**config.mk**
```make
export PLATFORM = sky130hd
export DESIGN_NAME = issue_pair_scheduler
export DESIGN_NICKNAME = d
export VERILOG_FILES = /design/src/rtl/issue_pkg.sv /design/src/rtl/pair_dep_check.sv /design/src/rtl/issue_pair_scheduler.sv
export SDC_FILE = /design/constraint.sdc
export NUM_CORES = 1
export LEC_CHECK = 0
export BUFFER_PORTS_ARGS = -buffer_cell sky130_fd_sc_hd__buf_2
export CAP_MARGIN = 25
export CORE_UTILIZATION = 32
export CTS_BUF_LIST = sky130_fd_sc_hd__clkbuf_4 sky130_fd_sc_hd__clkbuf_8
export CTS_CLUSTER_DIAMETER = 60
export DETAILED_ROUTE_END_ITERATION = 16
export HOLD_SLACK_MARGIN = 0.02
export PLACE_DENSITY = 0.8
export SYNTH_ARGS = -nofsm -noshare
export SYNTH_HDL_FRONTEND = slang
export SYNTH_SLANG_ARGS = --single-unit
```
**constraint.sdc**
```tcl
create_clock -name clk -period 1.7 [get_ports clk]
set_input_delay 0.17 -clock clk [delete_from_list [all_inputs] [get_ports clk]]
set_output_delay 0.17 -clock clk [all_outputs]
set_load 0.005 [all_outputs]
```
**src/rtl/issue_pkg.sv**
```systemverilog
// issue_pkg: shared state encoding and slot-0 source select constants for the issue scheduler
package issue_pkg;
  typedef enum logic {ST_FULL = 1'b0, ST_HALF = 1'b1} state_t;
  localparam logic SEL_INST1 = 1'b0;
  localparam logic SEL_INST2 = 1'b1;
endpackage

```
**src/rtl/pair_dep_check.sv**
```systemverilog
// pair_dep_check: decides whether the fetched pair must be split across two cycles
module pair_dep_check (
  input  logic       valid_in,
  input  logic [4:0] dest1,
  input  logic       wr1,
  input  logic       mem1,
  input  logic [4:0] rs2,
  input  logic [4:0] rt2,
  input  logic [4:0] dest2,
  input  logic       wr2,
  input  logic       mem2,
  input  logic       br2,
  output logic       split
);
  logic live1;
  assign live1 = wr1 && dest1 != 5'd0;
  assign split = valid_in && ((live1 && (rs2 == dest1 || rt2 == dest1))
                           || (live1 && wr2 && dest1 == dest2)
                           || (mem1 && mem2)
                           || br2);
endmodule

```
**src/rtl/issue_pair_scheduler.sv**
```systemverilog
// issue_pair_scheduler: dual-issue ID slot scheduler; optional perf counters under ISSUE_PERF_CNT_EN
module issue_pair_scheduler
  import issue_pkg::*;
#(
  parameter int CNT_W = 32
) (
  input  logic             clk,
  input  logic             rst,
  input  logic             valid_in,
  input  logic [4:0]       rs1,
  input  logic [4:0]       rt1,
  input  logic [4:0]       dest1,
  input  logic             wr1,
  input  logic             mem1,
  input  logic             br1,
  input  logic [4:0]       rs2,
  input  logic [4:0]       rt2,
  input  logic [4:0]       dest2,
  input  logic             wr2,
  input  logic             mem2,
  input  logic             br2,
  input  logic             ld_hazard,
  input  logic             flush,
  output logic             slot0_valid,
  output logic             slot0_sel,
  output logic             slot1_valid,
  output logic             fetch_stall,
  output logic [CNT_W-1:0] split_cnt,
  output logic [CNT_W-1:0] stall_cnt
);
  state_t st, nxt;
  logic split, go;
  logic unused_fields;
  assign unused_fields = ^{rs1, rt1, br1};
  pair_dep_check u_dep (
    .valid_in (valid_in),
    .dest1    (dest1),
    .wr1      (wr1),
    .mem1     (mem1),
    .rs2      (rs2),
    .rt2      (rt2),
    .dest2    (dest2),
    .wr2      (wr2),
    .mem2     (mem2),
    .br2      (br2),
    .split    (split)
  );
  assign go = rst && !flush && valid_in;
  // state register: FULL after reset
  always_ff @(posedge clk) begin
    if (!rst) st <= ST_FULL;
    else st <= nxt;
  end
  // next state: flush drops any HALF remnant; idle or load-use hazard holds
  always_comb begin
    nxt = st;
    if (flush) nxt = ST_FULL;
    else if (valid_in && !ld_hazard) nxt = (st == ST_FULL && split) ? ST_HALF : ST_FULL;
  end
  // slot outputs: zero-latency from state and ID inputs
  always_comb begin
    slot0_valid = go && !ld_hazard;
    slot0_sel   = (go && !ld_hazard && st == ST_HALF) ? SEL_INST2 : SEL_INST1;
    slot1_valid = go && !ld_hazard && st == ST_FULL && !split;
    fetch_stall = go && (ld_hazard || (st == ST_FULL && split));
  end
`ifdef ISSUE_PERF_CNT_EN
  logic [CNT_W-1:0] split_q, stall_q;
  // saturating counters of split issues and load-use stall cycles
  always_ff @(posedge clk) begin
    if (!rst) begin
      split_q <= '0;
      stall_q <= '0;
    end else begin
      if (st == ST_FULL && nxt == ST_HALF && split_q != '1) split_q <= split_q + CNT_W'(1);
      if (valid_in && ld_hazard && !flush && stall_q != '1) stall_q <= stall_q + CNT_W'(1);
    end
  end
  assign split_cnt = rst ? split_q : '0;
  assign stall_cnt = rst ? stall_q : '0;
`else
  assign split_cnt = '0;
  assign stall_cnt = '0;
`endif
endmodule

```
==> flow_metrics.tcl, run 1 <==
set metrics [dict create \
    status "completed" \
    cp_data_arrival_time_ps 1450 \
    hold_buffers 0 \
    synth-seq-cells 1 \
    grt_max_degree 7 \
    place_area_um2 791 \
    synth_area_um2 825 \
    synth_edf_count 0 \
    critical_path_class "primary input to primary output" \
    grt_pass1_vias 446 \
    period_share_pct 95.0 \
    switching_share_pct 51.5 \
    worstHoldPathType "primary input to flop" \
    die_w_um 52.8 \
    post_cts_buffers 0 \
    fin_setup_tns_ps 0 \
    grt_overflow 0 \
    clkTransAtPathRegs_ps 0 \
    drc 0 \
    synth_commonest_cells "64 x buf_4, 14 x xor2_1, 3 x a21oi_1, 3 x nor2_1, 3 x nor3_1" \
    cap_violations 0 \
    totalWireLength_um 1310 \
    p_int_uw 78.7 \
    stdcell_count 173 \
    drtPass1Iterations 4 \
    regMostFlops "st" \
    chipHeight_um 52.8 \
    peakVddDrop_mv 0.116 \
    clkLatencyLatePin_ps 0 \
    largest_reg_flops 1 \
    holdWs_ps 593 \
    async_flop_share_pct 0 \
    synthTopCellsByArea "buf_4 58%, xor2_1 15%, dfxtp_1 2.4%, a31o_2 2.1%, o311ai_2 2.0%" \
    drt_iter0_drc 7 \
    fmax_ghz 0.619 \
    drive_gt1_share_pct 25.9 \
    powerDensity_nw_per_um2 205 \
    ant_nets 0 \
    area_growth_pct -4.10 \
    reg2reg_depth 3 \
    grt_antenna_before_repair 0 \
    gp_congestion 0.699 \
    wire_per_inst_um 7.57 \
    cellLeakagePower_nw 0.491 \
    portBuffers 33 \
    r2r-start "st" \
    reg_top3 "st: 1 flops" \
    p_sw_uw 83.5 \
    dieArea_um2 2780 \
    initial_core_util_pct 33.6 \
    end_kind "primary output" \
    pwr-share-comb_pct 84.4 \
    antenna_cells 0 \
    yosys_most_used_dff "dfxtp_1" \
    slew_violations 0 \
    cp-start-kind "primary input" \
    cp.required_ps 1530 \
    min_from "wr2" \
    clockPowerShare_pct 0 \
    syn_inst 110 \
    pre_cts_ws_ps 67.9 \
    skew_ps 0 \
    final_util_pct 32.2 \
    ys_warn_count 0 \
    syn_area_per_cell_um2 7.50 \
    ff2ff_setup_slack_ps 820 \
    viasPerCell 3.59 \
    hpwl_um 1190 \
    nets 186 \
    seqPwrFrac_pct 15.6 \
    total_power_uw 162 \
    synth_top_area_share_pct 58.3 \
    rows 18 \
    dpl.cell_count 173 \
    min_period_ps 1620 \
    core_area_um2 2450 \
    r2r_end "st" \
    synth.yosys.seq_area_share_pct 2.43 \
    post-synth-top-count-cell "buf_4" \
    setup_ws_ps 84.2 \
    synth_area_leader_cell "buf_4" \
    worst-path-max-fanout 5 \
    min_path_cells 3 \
    stdcell_area_um2 791 \
    hold_violations 0 \
    grt.total_usage_pct 8.44 \
    io_pins 109 \
    synth_cell_types 25 \
    route.vias.total 621 \
    grt_pass1_wl_um 1860 \
    cts_resized 0 \
    rsz0062_at_grt "no" \
    setup_viol 0 \
    fillers 285 \
    worstHoldEndpoint "st" \
]
==> layer usage <==
metal,vias to the layer above,GRT usage [%],wire [um]
met4,0,0,11
met5,-,0,0
met2,54,18.6,730
li1,297,-,-
met3,4,0,104
met1,266,9.09,462
==> worst max-delay path by stage <==
stage,from,to,slack (ps)
global placement,dest1[0],fetch_stall,70
detailed placement,dest1[0],fetch_stall,70
finish,ld_hazard,slot1_valid,80
floorplan,flush,slot1_valid,370
CTS,dest1[0],fetch_stall,70
global route,dest1[3],slot1_valid,2
==> area by class of cell <==
class,count,area (um^2),share of cell area [%]
multi-input cells,106,553,69.9
inverters,2,7.51,0.949
flip-flops and latches,1,20.0,2.53
repair buffers,34,173,21.8
well taps,30,37.5,4.75
==> logic make-up (layout without fill, tap and decap cells) <==
| family | after synthesis | count (layout) | synth area share [%] |
|---|---|---|---|
| xor gates and xnor gates | 15 | 15 | 15.9 |
| AOI/OAI and AO/OA | 12 | 12 | 11.4 |
| and+or+nand+nor | 15 | 15 | 10.6 |
| DFF | 1 | 1 | 2.43 |
| other | 1 | 64 | 0.455 |
| buffers and inverters | 66 | 36 | 59.2 |
==> layout by cell type, fill, tap and decap left out, drive strengths merged <==
master / synthesis / final
buf: 64 / 34
o22ai: 1 / 1
inv: 2 / 2
o311ai: 1 / 1
or2b: 1 / 1
a21o: 1 / 1
nor3: 3 / 3
a21oi: 3 / 3
o21a: 1 / 1
or4: 1 / 1
a32oi: 1 / 1
nor2: 3 / 3
nor2b: 2 / 2
a21boi: 1 / 1
nand2: 1 / 1
dfxtp: 1 / 1
and2: 1 / 1
conb: 1 / 64
xnor2: 1 / 1
a31o: 2 / 2
and3: 1 / 1
or4bb: 1 / 1
a211oi: 1 / 1
nor4: 1 / 1
xor2: 14 / 14
==> power by group through the flow <==
| stage | Combinational, mW | Clock (mW) | Sequential, mW |
|---|---|---|---|
| after floorplan | 0.186 | 0 | 0.0251 |
| after global placement | 0.132 | 0 | 0.0253 |
| after detailed placement | 0.135 | 0 | 0.0253 |
| after CTS | 0.135 | 0 | 0.0253 |
| after global routing | 0.161 | 0 | 0.0254 |
| final | 0.137 | 0 | 0.0253 |
==> critical path, cell delays in order <==
cell     delay, ps
buf_2          130
or4bb_1        510
nor3_1         260
nor2b_1        160
a31o_2         100
buf_2          100
No activity file was read; power rests on OpenSTA's default activity.
==> run 2: changes to the inputs <==
Settings changed: SETUP_SLACK_MARGIN set to 0.2, TNS_END_PERCENT set to 10.
==> run 2 against run 1 <==
  * Via count fell by 1.4%
  * Setup slack improved by 6.4 ps
  * Critical path depth unchanged
  * Cell count is the same
  * Total power increased by 1.5%
  * Largest power group unchanged
  * Utilization grew 0.25 points
  * Combinational power about the same
  * Clock skew unchanged
  * Register-to-register slack is essentially flat
  * Largest cell class unchanged
==> flow_metrics.tcl, run 2 (synthesized netlist as in run 1, its figures left out) <==
set metrics [dict create \
    status "completed" \
    reg_top3 "st: 1 flops" \
    grt_max_degree 7 \
    skew_ps 0 \
    worstHoldPathType "primary input to flop" \
    regMostFlops "st" \
    grt_pass1_vias 444 \
    grt_antenna_before_repair 0 \
    fillers 288 \
    initial_core_util_pct 33.6 \
    drive_gt1_share_pct 26.6 \
    min_period_ps 1610 \
    io_pins 109 \
    largest_reg_flops 1 \
    peakVddDrop_mv 0.116 \
    post_cts_buffers 0 \
    route.vias.total 612 \
    p_int_uw 79.3 \
    setup_viol 0 \
    clockPowerShare_pct 0 \
    drtPass1Iterations 4 \
    viasPerCell 3.54 \
    drt_iter0_drc 7 \
    critical_path_class "primary input to primary output" \
    powerDensity_nw_per_um2 207 \
    seq_area_um2 20.0 \
    busiest_layer "met2" \
    cp.required_ps 1530 \
    total_power_uw 165 \
    hold_violations 0 \
    wire_per_inst_um 7.68 \
    fmax_ghz 0.621 \
    end_kind "primary output" \
    clkTransAtPathRegs_ps 0 \
    pwr-share-comb_pct 84.6 \
    drc 0 \
    p_sw_uw 85.4 \
    dieArea_um2 2780 \
    worst-path-max-fanout 4 \
    clkLatencyLatePin_ps 0 \
    cp-start-kind "primary input" \
    period_share_pct 94.7 \
    ant_nets 0 \
    slew_violations 0 \
    portBuffers 33 \
    grt.total_usage_pct 8.44 \
    cellLeakagePower_nw 0.491 \
    core_area_um2 2450 \
    final_cell_mix "64 x conb_1, 33 x buf_2, 14 x xor2_1" \
    seqPwrFrac_pct 15.4 \
    grt_overflow 0 \
    stdcell_area_um2 797 \
    grtUsageMet3_pct 0 \
    antenna_cells 0 \
    grt_pass1_wl_um 1860 \
    grt_util_met1_pct 9.09 \
    rsz0062_at_grt "yes" \
    hpwl_um 1190 \
    chipHeight_um 52.8 \
    layout_commonest_cell "conb_1" \
    fin_setup_tns_ps 0 \
    hold_buffers 0 \
    die_w_um 52.8 \
    cap_violations 0 \
    totalWireLength_um 1330 \
    place_area_um2 791 \
    gp_congestion 0.699 \
    cp_data_arrival_time_ps 1440 \
    area_growth_pct -3.34 \
    nets 186 \
    switching_share_pct 51.8 \
    grt_util_met2_pct 18.6 \
    rows 18 \
    multi_input_area_um2 559 \
]
## run 2: critical path, cell delays in order
cell,delay [ps]
buf_2,130
or4_1,510
o21a_1,220
o311ai_2,210
a21oi_1,60
buf_2,140
## run 2: timing repair
action,CTS,global route
resized for setup,0,1
setup endpoints to repair,2,2
pin swaps,0,0
## run 2: area by class of cell
type,count,area share [%]
well taps,30,4.71
inverters,2,0.942
repair buffers,34,21.7
multi-input cells,106,70.2
flip-flops and latches,1,2.51
## run 2: metal layers
layer  share of wire, %  up-vias
met5                  0        -
met4               0.75        0
met3                7.5        4
met2                 56       51
met1                 36      261
li1                   -      296
## run 2: final timing paths
path / from / to / cells past startpoint / slack [ps]
setup / recovery: dest1[0] / fetch_stall / 6 / 90
setup reg to reg: st / st / 3 / 820
hold reg to reg: st / st / 3 / 700
hold / removal: wr2 / st / 3 / 590
## run 2: stage by stage
step	setup WS [ps]	instances	utilization, %	hold WS (ps)
floorplan	370	173	-	415
global placement	73.6	173	32.2	595
detailed placement	67.9	173	32.2	604
CTS	73.3	173	32.2	604
global route	8.81	173	32.5	653
finish	90.6	173	32.5	591
## run 2: power by group through the flow
stage	registers (mW)	logic (mW)	clock network, mW
final	0.0253	0.139	0
after CTS	0.0253	0.135	0
after floorplan	0.0251	0.186	0
after detailed placement	0.0253	0.135	0
after global placement	0.0253	0.132	0
after global routing	0.0254	0.163	0
